### src/rtl/terminal_pkg.sv
`default_nettype none
// ============================================================================
// Module      : terminal_pkg
// Description : Shared definitions for the terminal video/character RAM path.
//               Requester indices for the character RAM arbiter and the
//               arbiter state encoding.
// Revision    : 1.0 - initial release
// ============================================================================
package terminal_pkg;

  // Requester slots on the character RAM arbiter
  localparam logic [1:0] REQ_SCAN = 2'd0;  // video scan-out fetch
  localparam logic [1:0] REQ_CPU  = 2'd1;  // CPU/PIA display write
  localparam logic [1:0] REQ_CLR  = 2'd2;  // clear-screen sweep

  localparam int NUM_REQ = 3;

  typedef enum logic [1:0] {
    IDLE   = 2'd0,
    ACCESS = 2'd1,
    DONE   = 2'd2
  } arb_state_t;

endpackage
`default_nettype wire

### src/rtl/vram_access_arbiter.sv
`default_nettype none
// ============================================================================
// Module      : vram_access_arbiter
// Description : Three-way arbiter for the single port of the terminal
//               character RAM. Scan-out (req[0]) has strict priority; CPU
//               (req[1]) and clear-screen (req[2]) alternate round-robin.
//               Each access owns the RAM port for ACCESS_CYCLES cycles and
//               finishes with a one-cycle ack to the owner.
// Ports       : clk, rst_n               clock, async active-low reset
//               req/req_we/req_addr/req_wdata   packed per-requester inputs
//               grant, ack, busy         ownership / completion status
//               rdata                    captured read data (held)
//               ram_en/ram_we/ram_addr/ram_wdata/ram_rdata  RAM port
// Revision    : 1.0 - initial release
// ============================================================================
module vram_access_arbiter
  import terminal_pkg::*;
#(
  parameter int ADDR_W        = 10,
  parameter int DATA_W        = 6,
  parameter int ACCESS_CYCLES = 2
) (
  input  logic                  clk,
  input  logic                  rst_n,
  input  logic [2:0]            req,
  input  logic [2:0]            req_we,
  input  logic [3*ADDR_W-1:0]   req_addr,
  input  logic [3*DATA_W-1:0]   req_wdata,
  output logic [2:0]            grant,
  output logic [2:0]            ack,
  output logic [DATA_W-1:0]     rdata,
  output logic                  busy,
  output logic                  ram_en,
  output logic                  ram_we,
  output logic [ADDR_W-1:0]     ram_addr,
  output logic [DATA_W-1:0]     ram_wdata,
  input  logic [DATA_W-1:0]     ram_rdata
);

  // Counter holds values ACCESS_CYCLES-1 .. 0
  localparam int CNT_W = $clog2(ACCESS_CYCLES);
  localparam logic [CNT_W-1:0] c_cnt_load = CNT_W'(ACCESS_CYCLES - 1);

  arb_state_t          r_state;
  logic [CNT_W-1:0]    r_cnt;
  logic [1:0]          r_rr;        // which of CPU/CLR wins the next tie
  logic [2:0]          r_grant;
  logic [2:0]          r_ack;
  logic [DATA_W-1:0]   r_rdata;
  logic                r_ram_en;
  logic                r_ram_we;
  logic [ADDR_W-1:0]   r_ram_addr;
  logic [DATA_W-1:0]   r_ram_wdata;

  logic [2:0]          w_win;
  logic                w_sel_we;
  logic [ADDR_W-1:0]   w_sel_addr;
  logic [DATA_W-1:0]   w_sel_wdata;

  // One-hot winner: scan-out first, then round-robin between CPU and clear.
  function automatic logic [2:0] pick_winner(input logic [2:0] r, input logic [1:0] rr);
    logic [2:0] oh;
    oh = 3'b000;
    if (r[REQ_SCAN])
      oh[REQ_SCAN] = 1'b1;
    else if (r[REQ_CPU] && r[REQ_CLR])
      oh[rr] = 1'b1;
    else if (r[REQ_CPU])
      oh[REQ_CPU] = 1'b1;
    else if (r[REQ_CLR])
      oh[REQ_CLR] = 1'b1;
    return oh;
  endfunction

  assign w_win = pick_winner(req, r_rr);

  // Select the winner's access fields
  always_comb begin
    w_sel_we    = 1'b0;
    w_sel_addr  = '0;
    w_sel_wdata = '0;
    for (int i = 0; i < NUM_REQ; i++) begin
      if (w_win[i]) begin
        w_sel_we    = req_we[i];
        w_sel_addr  = req_addr[i*ADDR_W +: ADDR_W];
        w_sel_wdata = req_wdata[i*DATA_W +: DATA_W];
      end
    end
  end

  always_ff @(posedge clk or negedge rst_n) begin
    if (!rst_n) begin
      r_state     <= IDLE;
      r_cnt       <= '0;
      r_rr        <= REQ_CPU;
      r_grant     <= 3'b000;
      r_ack       <= 3'b000;
      r_rdata     <= '0;
      r_ram_en    <= 1'b0;
      r_ram_we    <= 1'b0;
      r_ram_addr  <= '0;
      r_ram_wdata <= '0;
    end else begin
      case (r_state)
        IDLE: begin
          if (|w_win) begin
            r_grant     <= w_win;
            r_ram_en    <= 1'b1;
            r_ram_we    <= w_sel_we;
            r_ram_addr  <= w_sel_addr;
            r_ram_wdata <= w_sel_wdata;
            r_cnt       <= c_cnt_load;
            r_state     <= ACCESS;
            // Serving one of the pair hands the next tie to the other;
            // scan-out service leaves the pointer alone.
            if (w_win[REQ_CPU])
              r_rr <= REQ_CLR;
            else if (w_win[REQ_CLR])
              r_rr <= REQ_CPU;
          end
        end

        ACCESS: begin
          r_ram_en <= 1'b0;
          if (r_cnt == '0) begin
            if (!r_ram_we)
              r_rdata <= ram_rdata;
            r_ack   <= r_grant;
            r_state <= DONE;
          end else begin
            r_cnt <= r_cnt - 1'b1;
          end
        end

        DONE: begin
          r_grant <= 3'b000;
          r_ack   <= 3'b000;
          r_state <= IDLE;
        end

        default: begin
          r_grant  <= 3'b000;
          r_ack    <= 3'b000;
          r_ram_en <= 1'b0;
          r_state  <= IDLE;
        end
      endcase
    end
  end

  assign grant     = r_grant;
  assign ack       = r_ack;
  assign rdata     = r_rdata;
  assign busy      = |r_grant;
  assign ram_en    = r_ram_en;
  assign ram_we    = r_ram_we;
  assign ram_addr  = r_ram_addr;
  assign ram_wdata = r_ram_wdata;

endmodule
`default_nettype wire

### config.mk
export PLATFORM = sky130hd
export DESIGN_NAME = vram_access_arbiter
export DESIGN_NICKNAME = d
export VERILOG_FILES = /design/src/rtl/terminal_pkg.sv /design/src/rtl/vram_access_arbiter.sv
export SDC_FILE = /design/constraint.sdc
export NUM_CORES = 1
export LEC_CHECK = 0
export ABC_AREA = 1
export CORE_ASPECT_RATIO = 0.5
export CORE_UTILIZATION = 41
export CTS_BUF_LIST = sky130_fd_sc_hd__clkbuf_4
export DETAILED_ROUTE_END_ITERATION = 7
export PLACE_DENSITY = 0.9
export SYNTH_ARGS = -nofsm -noshare
export SYNTH_HDL_FRONTEND = slang
export SYNTH_SLANG_ARGS = --single-unit
### constraint.sdc
create_clock -name clk -period 1.6 [get_ports clk]
set_input_delay 0.16 -clock clk [delete_from_list [all_inputs] [get_ports clk]]
set_output_delay 0.16 -clock clk [all_outputs]
set_load 0.02 [all_outputs]
==> results of run 1 <==
repair_timing:
item	4_1_cts	5_1_grt
buffers inserted	0	2
resized for setup	1	1
hold buffers	0	0
endpoints found under the setup margin	1	14
area by class of cell:
type | count | area (sq um) | area share
Timing Repair Buffer | 109 | 1080 | 0.360
Sequential cell | 35 | 877 | 0.291
Multi-Input combinational cell | 179 | 856 | 0.284
Inverter | 20 | 80.1 | 0.0266
Tap cell | 54 | 67.6 | 0.0224
Clock buffer | 5 | 37.5 | 0.0125
Clock inverter | 2 | 8.76 | 0.00291
per-stage QoR:
stage | utilization | area [sq um]
after floorplan | - | 1860
after global placement | 0.715 | 2950
after detailed placement | 0.715 | 2950
after CTS | 0.726 | 2990
after global routing | 0.730 | 3010
final | 0.730 | 3010
sequential cells by signal, indices dropped and copies added (netlist names):
register   cells
ram_addr      10
grant          3
r_state        2
rdata          6
r_cnt          1
ram_wdata      6
ram_en         1
r_rr           2
ack            3
ram_we         1
per-layer routing:
layer,global-route usage,routed length [microns],up-vias
met5,0,0,-
met4,0.0796,46,0
met3,0.0496,322,6
met2,0.448,2910,77
met1,0.245,2120,954
li1,-,-,1002
power groups by stage:
stage	Combinational [mW]	Sequential [mW]	Clock [mW]
finish	2.98	1.57	0.435
global route	3.18	1.62	0.487
CTS	2.94	1.57	0.446
detailed placement	2.94	1.58	0
global placement	2.84	1.57	0
floorplan	1.17	1.97	0
worst max path at each step:
stage / to / slack, ns / cells past startpoint
after global routing: ram_addr[2] / 0.02 / 9
after global placement: ram_addr[5] / 0.03 / 9
after CTS: ram_addr[2] / 0.06 / 9
final: ram_addr[7] / 0.09 / 1
after floorplan: ram_addr[4] / 0.12 / 10
after detailed placement: ram_addr[2] / -0.04 / 9
kinds of logic after synthesis:
kind of cell	Yosys count	share of synthesized area
buf+inv	27	0.0674
flops	35	0.473
compound gates	13	0.0526
simple gates	166	0.407
placed cells by master, fill, tap and decap left out, drive strengths merged:
cell type	Yosys	final
nand4	1	1
clkinv	1	3
buf	5	17
nor2	6	6
clkbuf	2	5
dlygate4sd2	0	1
nand3	61	61
o22ai	3	3
o21bai	1	1
o21ai	7	7
dfrtp	34	34
dfstp	1	1
nand2	98	98
inv	19	19
clkdlybuf4s50	0	91
a21oi	2	2
==> metrics.md, run 1 <==
| Metric | Value |
|---|---|
| Outcome | complete, no violations |
| Hpwl dp | 4100 microns |
| Worst Tran Pin Value | about 0.45 ns |
| Final setup violation count | 0 |
| Yosys warnings | 0 |
| Area delta synth->final | 62.3% |
| Vias post-DR | between 2k and 2.5k |
| Detail Route Antenna Nets | 0 |
| Fmax | around 660 MHz |
| Synth Cell Area | around 1900 sq um |
| Finished Layout Cells | between 400 and 500 |
| Worst path required time | 1.44 ns |
| Max-cap violations | 0 |
| Routed wire length per instance | approximately 13 microns |
| FFs w/ async S/R, synth | 1.00 |
| Largest stage delay, worst path | 0.64 ns |
| Psw | roughly 2.2 mW |
| Crit Path Category | reg -> out |
| Max clock buf depth | 2 |
| R2R cell count | 9 |
| Ys flop type | dfrtp_1 |
| Setup crit start kind | flip-flop |
| Yosys cell types | 21 |
| Leakage | 1.43 nW |
| Crit path time final | between 1.5 and 2 ns |
| WP data arrival | 1.35 ns |
| Share of cells above drive strength 1 | 0.131 |
| Post-synthesis net count | between 300 and 400 |
| First-pass GRT wire length | slightly below 9000 microns |
| Die Ht | between 40 and 50 microns |
| Comb pwr share | 0.597 |
| Int Pwr | between 2 and 3 mW |
| Total CTS buffers | 5 |
| Full die area | a little under 5000 sq um |
| Clock Sinks | 35 |
| Final hold slack | ~0.23 ns |
| Final Skew | about 0.014 ns |
| Slew HR | 0.700 |
| Buf/Inv on CP | 1 |
| Core area | roughly 4100 sq um |
| Vias in the first global route | ~1.9k |
| Place WS | -0.0379 ns |
| Cell family with most CP delay | buffers and inverters |
| Starting Density | 0.450 |
| HP Class | in -> async |
| Total power | about 5 mW |
| Max VDD drop | roughly 640 uV |
| Crit-path max FO | 2 |
| RSZ-0062 raised after global routing | no |
| Pins Over Slew Limit | 0 |
| CTS tree | yes |
| Number of synthesized flops with an enable pin | 0 |
| Die X | 97.1 microns |
| Via density | 5.05 |
| FP Rows | 16 |
| Switching share of power | 0.438 |
| Root Buffer | clkbuf_4 |
| Critical path endpoint category | output port |
| Seq cells post-synth | 35 |
| Commonest cells in the synthesized netlist | nand2_1 (88), nand3_1 (61), dfrtp_1 (34) |
| Post-synth top area share | 0.459 |
| Yosys top cell by area | dfrtp_1 |
| Period utilization | 0.947 |
| CP Launch Point | ram_addr[7] |
| Final Hold Fails | 0 |
| Remaining global-route overflow | 0 |
| Seq/Total Area, Yosys | 0.473 |
| RePlAce Congestion | 0.755 |
| CP max stage cell | clkdlybuf4s50_1 |
| Drt first-iter violations | a little over 100 |
| Clk_lat worst skew | ~0.33 ns |
| CTS H-Tree Depth | 2 |
| Syn Inst Count | around 240 |
| Global Route Usage Sum | 0.228 |
| Initial antenna violation count | 0 |
| Mean Syn Cell Area | ~7.7 sq um |
| First-pass DRT Iterations | 4 |
| Port buffer count | a little over 90 |
| R2R Path Start | r_rr[0] |
| Pwr Density | about 1700 nW/um^2 |
| Post-Route Setup TNS | 0 ns |
| DR DRC count | 0 |
| Synth area leaders | dfrtp_1 (46%), nand2_1 (18%), nand3_1 (16%) |
| Filler cells | slightly above 300 |
| Setup ws final | 0.0852 ns |
| CTS clk-pin slew, worst paths | around 0.1 ns |
| Worst path cell trace | clkdlybuf4s50_1 |
| NumNets Final | ~410 |
| Reg-to-reg critical path endpoint | ram_addr[2] |
| Clock Power Share | 0.087 |
| Placed insts | between 300 and 400 |
| R2r setup slk | around 0.11 ns |
| I/O pins | 93 |
| Register share of total power | 0.316 |
| Pin count of the biggest net entering global routing | 36 |
| Diodes inserted | 0 |
| Drt total wl | approximately 5400 microns |
| Count leader, synth | nand2_1 |
(Power assumes the default switching activity.)
==> run 2, diff against run 1 <==
- CELL_PAD_IN_SITES_DETAIL_PLACEMENT: unset -> 0
- CELL_PAD_IN_SITES_GLOBAL_PLACEMENT: unset -> 1
- CORE_UTILIZATION: 41 -> 28
- PLACE_DENSITY: 0.9 -> 0.89
==> metrics.md, run 2 (synthesis gave the netlist of run 1 again) <==
| Metric | Value |
|---|---|
| Outcome | complete, no violations |
| Fmax | 657 MHz (-0.48%) |
| Root Buffer | clkbuf_4 |
| I/O pins | 93 (unchanged) |
| Met3 usage | 0.0276 (-0.0220) |
| Crit-path max FO | 2 (unchanged) |
| First-pass DRT Iterations | 4 (unchanged) |
| Diodes inserted | 0 (unchanged) |
| Port buffer count | 92 (unchanged) |
| Via density | 4.45 (-12%) |
| Period utilization | 0.951 (+0.00460) |
| Clock Sinks | 35 (unchanged) |
| NumNets Final | 411 (-0.24%) |
| Total CTS buffers | 5 (unchanged) |
| First-pass GRT wire length | 8690 microns (about the same) |
| Final Core Density | 0.494 (-0.236) |
| Remaining global-route overflow | 0 (unchanged) |
| FP Rows | 20 (+4) |
| Final setup violation count | 0 (unchanged) |
| Max VDD drop | 543 uV (-15%) |
| Hpwl dp | 4360 microns (+6.2%) |
| Setup crit start kind | flip-flop |
| Core area | 6230 sq um (+51%) |
| Pwr Density | 1630 nW/um^2 (-1.3%) |
| Crit Path Category | reg -> out |
| Max clock buf depth | 2 (unchanged) |
| Fin area | 3080 sq um (+2.3%) |
| Worst Tran Pin Value | 0.461 ns (+0.0115 ns) |
| Initial antenna violation count | 0 (unchanged) |
| Routed wire length per instance | 12.4 microns (-7.4%) |
| HP Class | in -> async |
| Slew HR | 0.692 (-0.00865) |
| DR DRC count | 0 (unchanged) |
| Busiest grt layer | met2 |
| Full die area | 6980 sq um (+45%) |
| Buf/Inv on CP | 1 (unchanged) |
| Drt total wl | 5420 microns (+0.39%) |
| Pins Over Slew Limit | 0 (unchanged) |
| Post-CTS Hold Buffers | 0 (unchanged) |
| Worst path required time | 1.44 ns (about the same) |
| Met1 Resource Use GR | 0.211 (-0.0339) |
| CP max stage cell | clkdlybuf4s50_1 |
| Max reg flops | 10 (unchanged) |
| WP data arrival | 1.36 ns (about the same) |
| Vias in the first global route | 1,851 (-4.9%) |
| Final Skew | 0.00605 ns (-0.00788 ns) |
| Crit path time final | 1.52 ns (+0.00736 ns) |
| CTS tree | yes |
| Drt first-iter violations | 130 (+29%) |
| CTS clk-pin slew, worst paths | 0.10 ns (about the same) |
| Clk_lat worst skew | 0.34 ns (about the same) |
| Area delta synth->final | 66.0% |
| Pin count of the biggest net entering global routing | 28 (-22%) |
| Max-cap violations | 0 (unchanged) |
| Share of cells above drive strength 1 | 0.131 (unchanged) |
| Leakage | 1.44 nW (+0.80%) |
| Largest stage delay, worst path | 0.63 ns (about the same) |
| Detail Route Antenna Nets | 0 (unchanged) |
| RePlAce Congestion | 0.767 (+1.6%) |
| Global Route Usage Sum | 0.166 (-0.0621) |
| Most common cell after layout, fill and taps aside | clkdlybuf4s50_1 |
| Die Ht | 59.6 microns (+20%) |
| Critical path endpoint category | output port |
| GR met2 Demand/Resource | 0.297 (-0.152) |
| Final Hold Fails | 0 (unchanged) |
| Worst path cell trace | clkdlybuf4s50_1 |
| Cell family with most CP delay | buffers and inverters |
| Final hold slack | 0.126 ns (-0.104 ns) |
| Commonest non-fill, non-tap cells in the layout | clkdlybuf4s50_1 (91), nand2_1 (88), nand3_1 (61) |
| CTS H-Tree Depth | 2 (unchanged) |
| Vias post-DR | 1,947 (-4.5%) |
| Die X | 117 microns (+21%) |
| Filler cells | 593 (+94%) |
| Starting Density | 0.298 (-0.152) |
| Placed cell areas | 3010 sq um (+2.0%) |
[run 2: metrics by stage]
step / cells / total power [mW] / TNS, ns / setup WS [ns]
floorplan: 241 / 3.15 / 0 / 0.119
finish: 438 / 5.03 / 0 / 0.0778
global route: 438 / 5.42 / -0.00137 / -0.00137
global placement: 428 / 4.49 / 0 / 0.000847
CTS: 436 / 5.05 / 0 / 0.0730
detailed placement: 428 / 4.56 / -0.467 / -0.0436
[run 2: report_power, final]
group	internal (mW)	switching, mW	leakage (nW)	total, mW
registers	1.31	0.252	0.439	1.56
clock network	0.205	0.292	0.0361	0.497
logic	1.35	1.63	0.967	2.98
[run 2: layout make-up]
| class | instances | area [sq um] | area share |
|---|---|---|---|
| sequential | 35 | 877 | 0.285 |
| inverter | 20 | 80.1 | 0.0260 |
| timing repair buffer | 108 | 1100 | 0.358 |
| clock buffer | 7 | 52.6 | 0.0171 |
| tap | 88 | 110 | 0.0357 |
| multi-input combinational | 179 | 853 | 0.277 |
| clock inverter | 1 | 5.00 | 0.00162 |
[run 2: worst paths after layout]
| kind | start | to | slack (ns) | cells past startpoint |
|---|---|---|---|---|
| setup / recovery | ram_addr[6] | ram_addr[6] | 0.08 | 1 |
| hold / removal | rst_n | ack[0] | 0.13 | 1 |
| setup reg to reg | r_rr[0] | ram_wdata[1] | 0.10 | 9 |
| hold reg to reg | ram_addr[3] | ram_addr[3] | 0.48 | 2 |
| max in group asynchronous | rst_n | ram_wdata[0] | 0.98 | 2 |
| min in group clk | ram_rdata[4] | rdata[4] | 0.36 | 3 |
[run 2: routing by layer]
layer	wire length, microns	up-vias
met3	146	4
li1	-	995
met5	0	-
met4	42	0
met1	2460	909
met2	2780	39
[run 2: what timing repair did]
action	4_1_cts	5_1_grt
setup endpoints to repair	1	16
buffers inserted	0	2
gates resized for setup	1	0
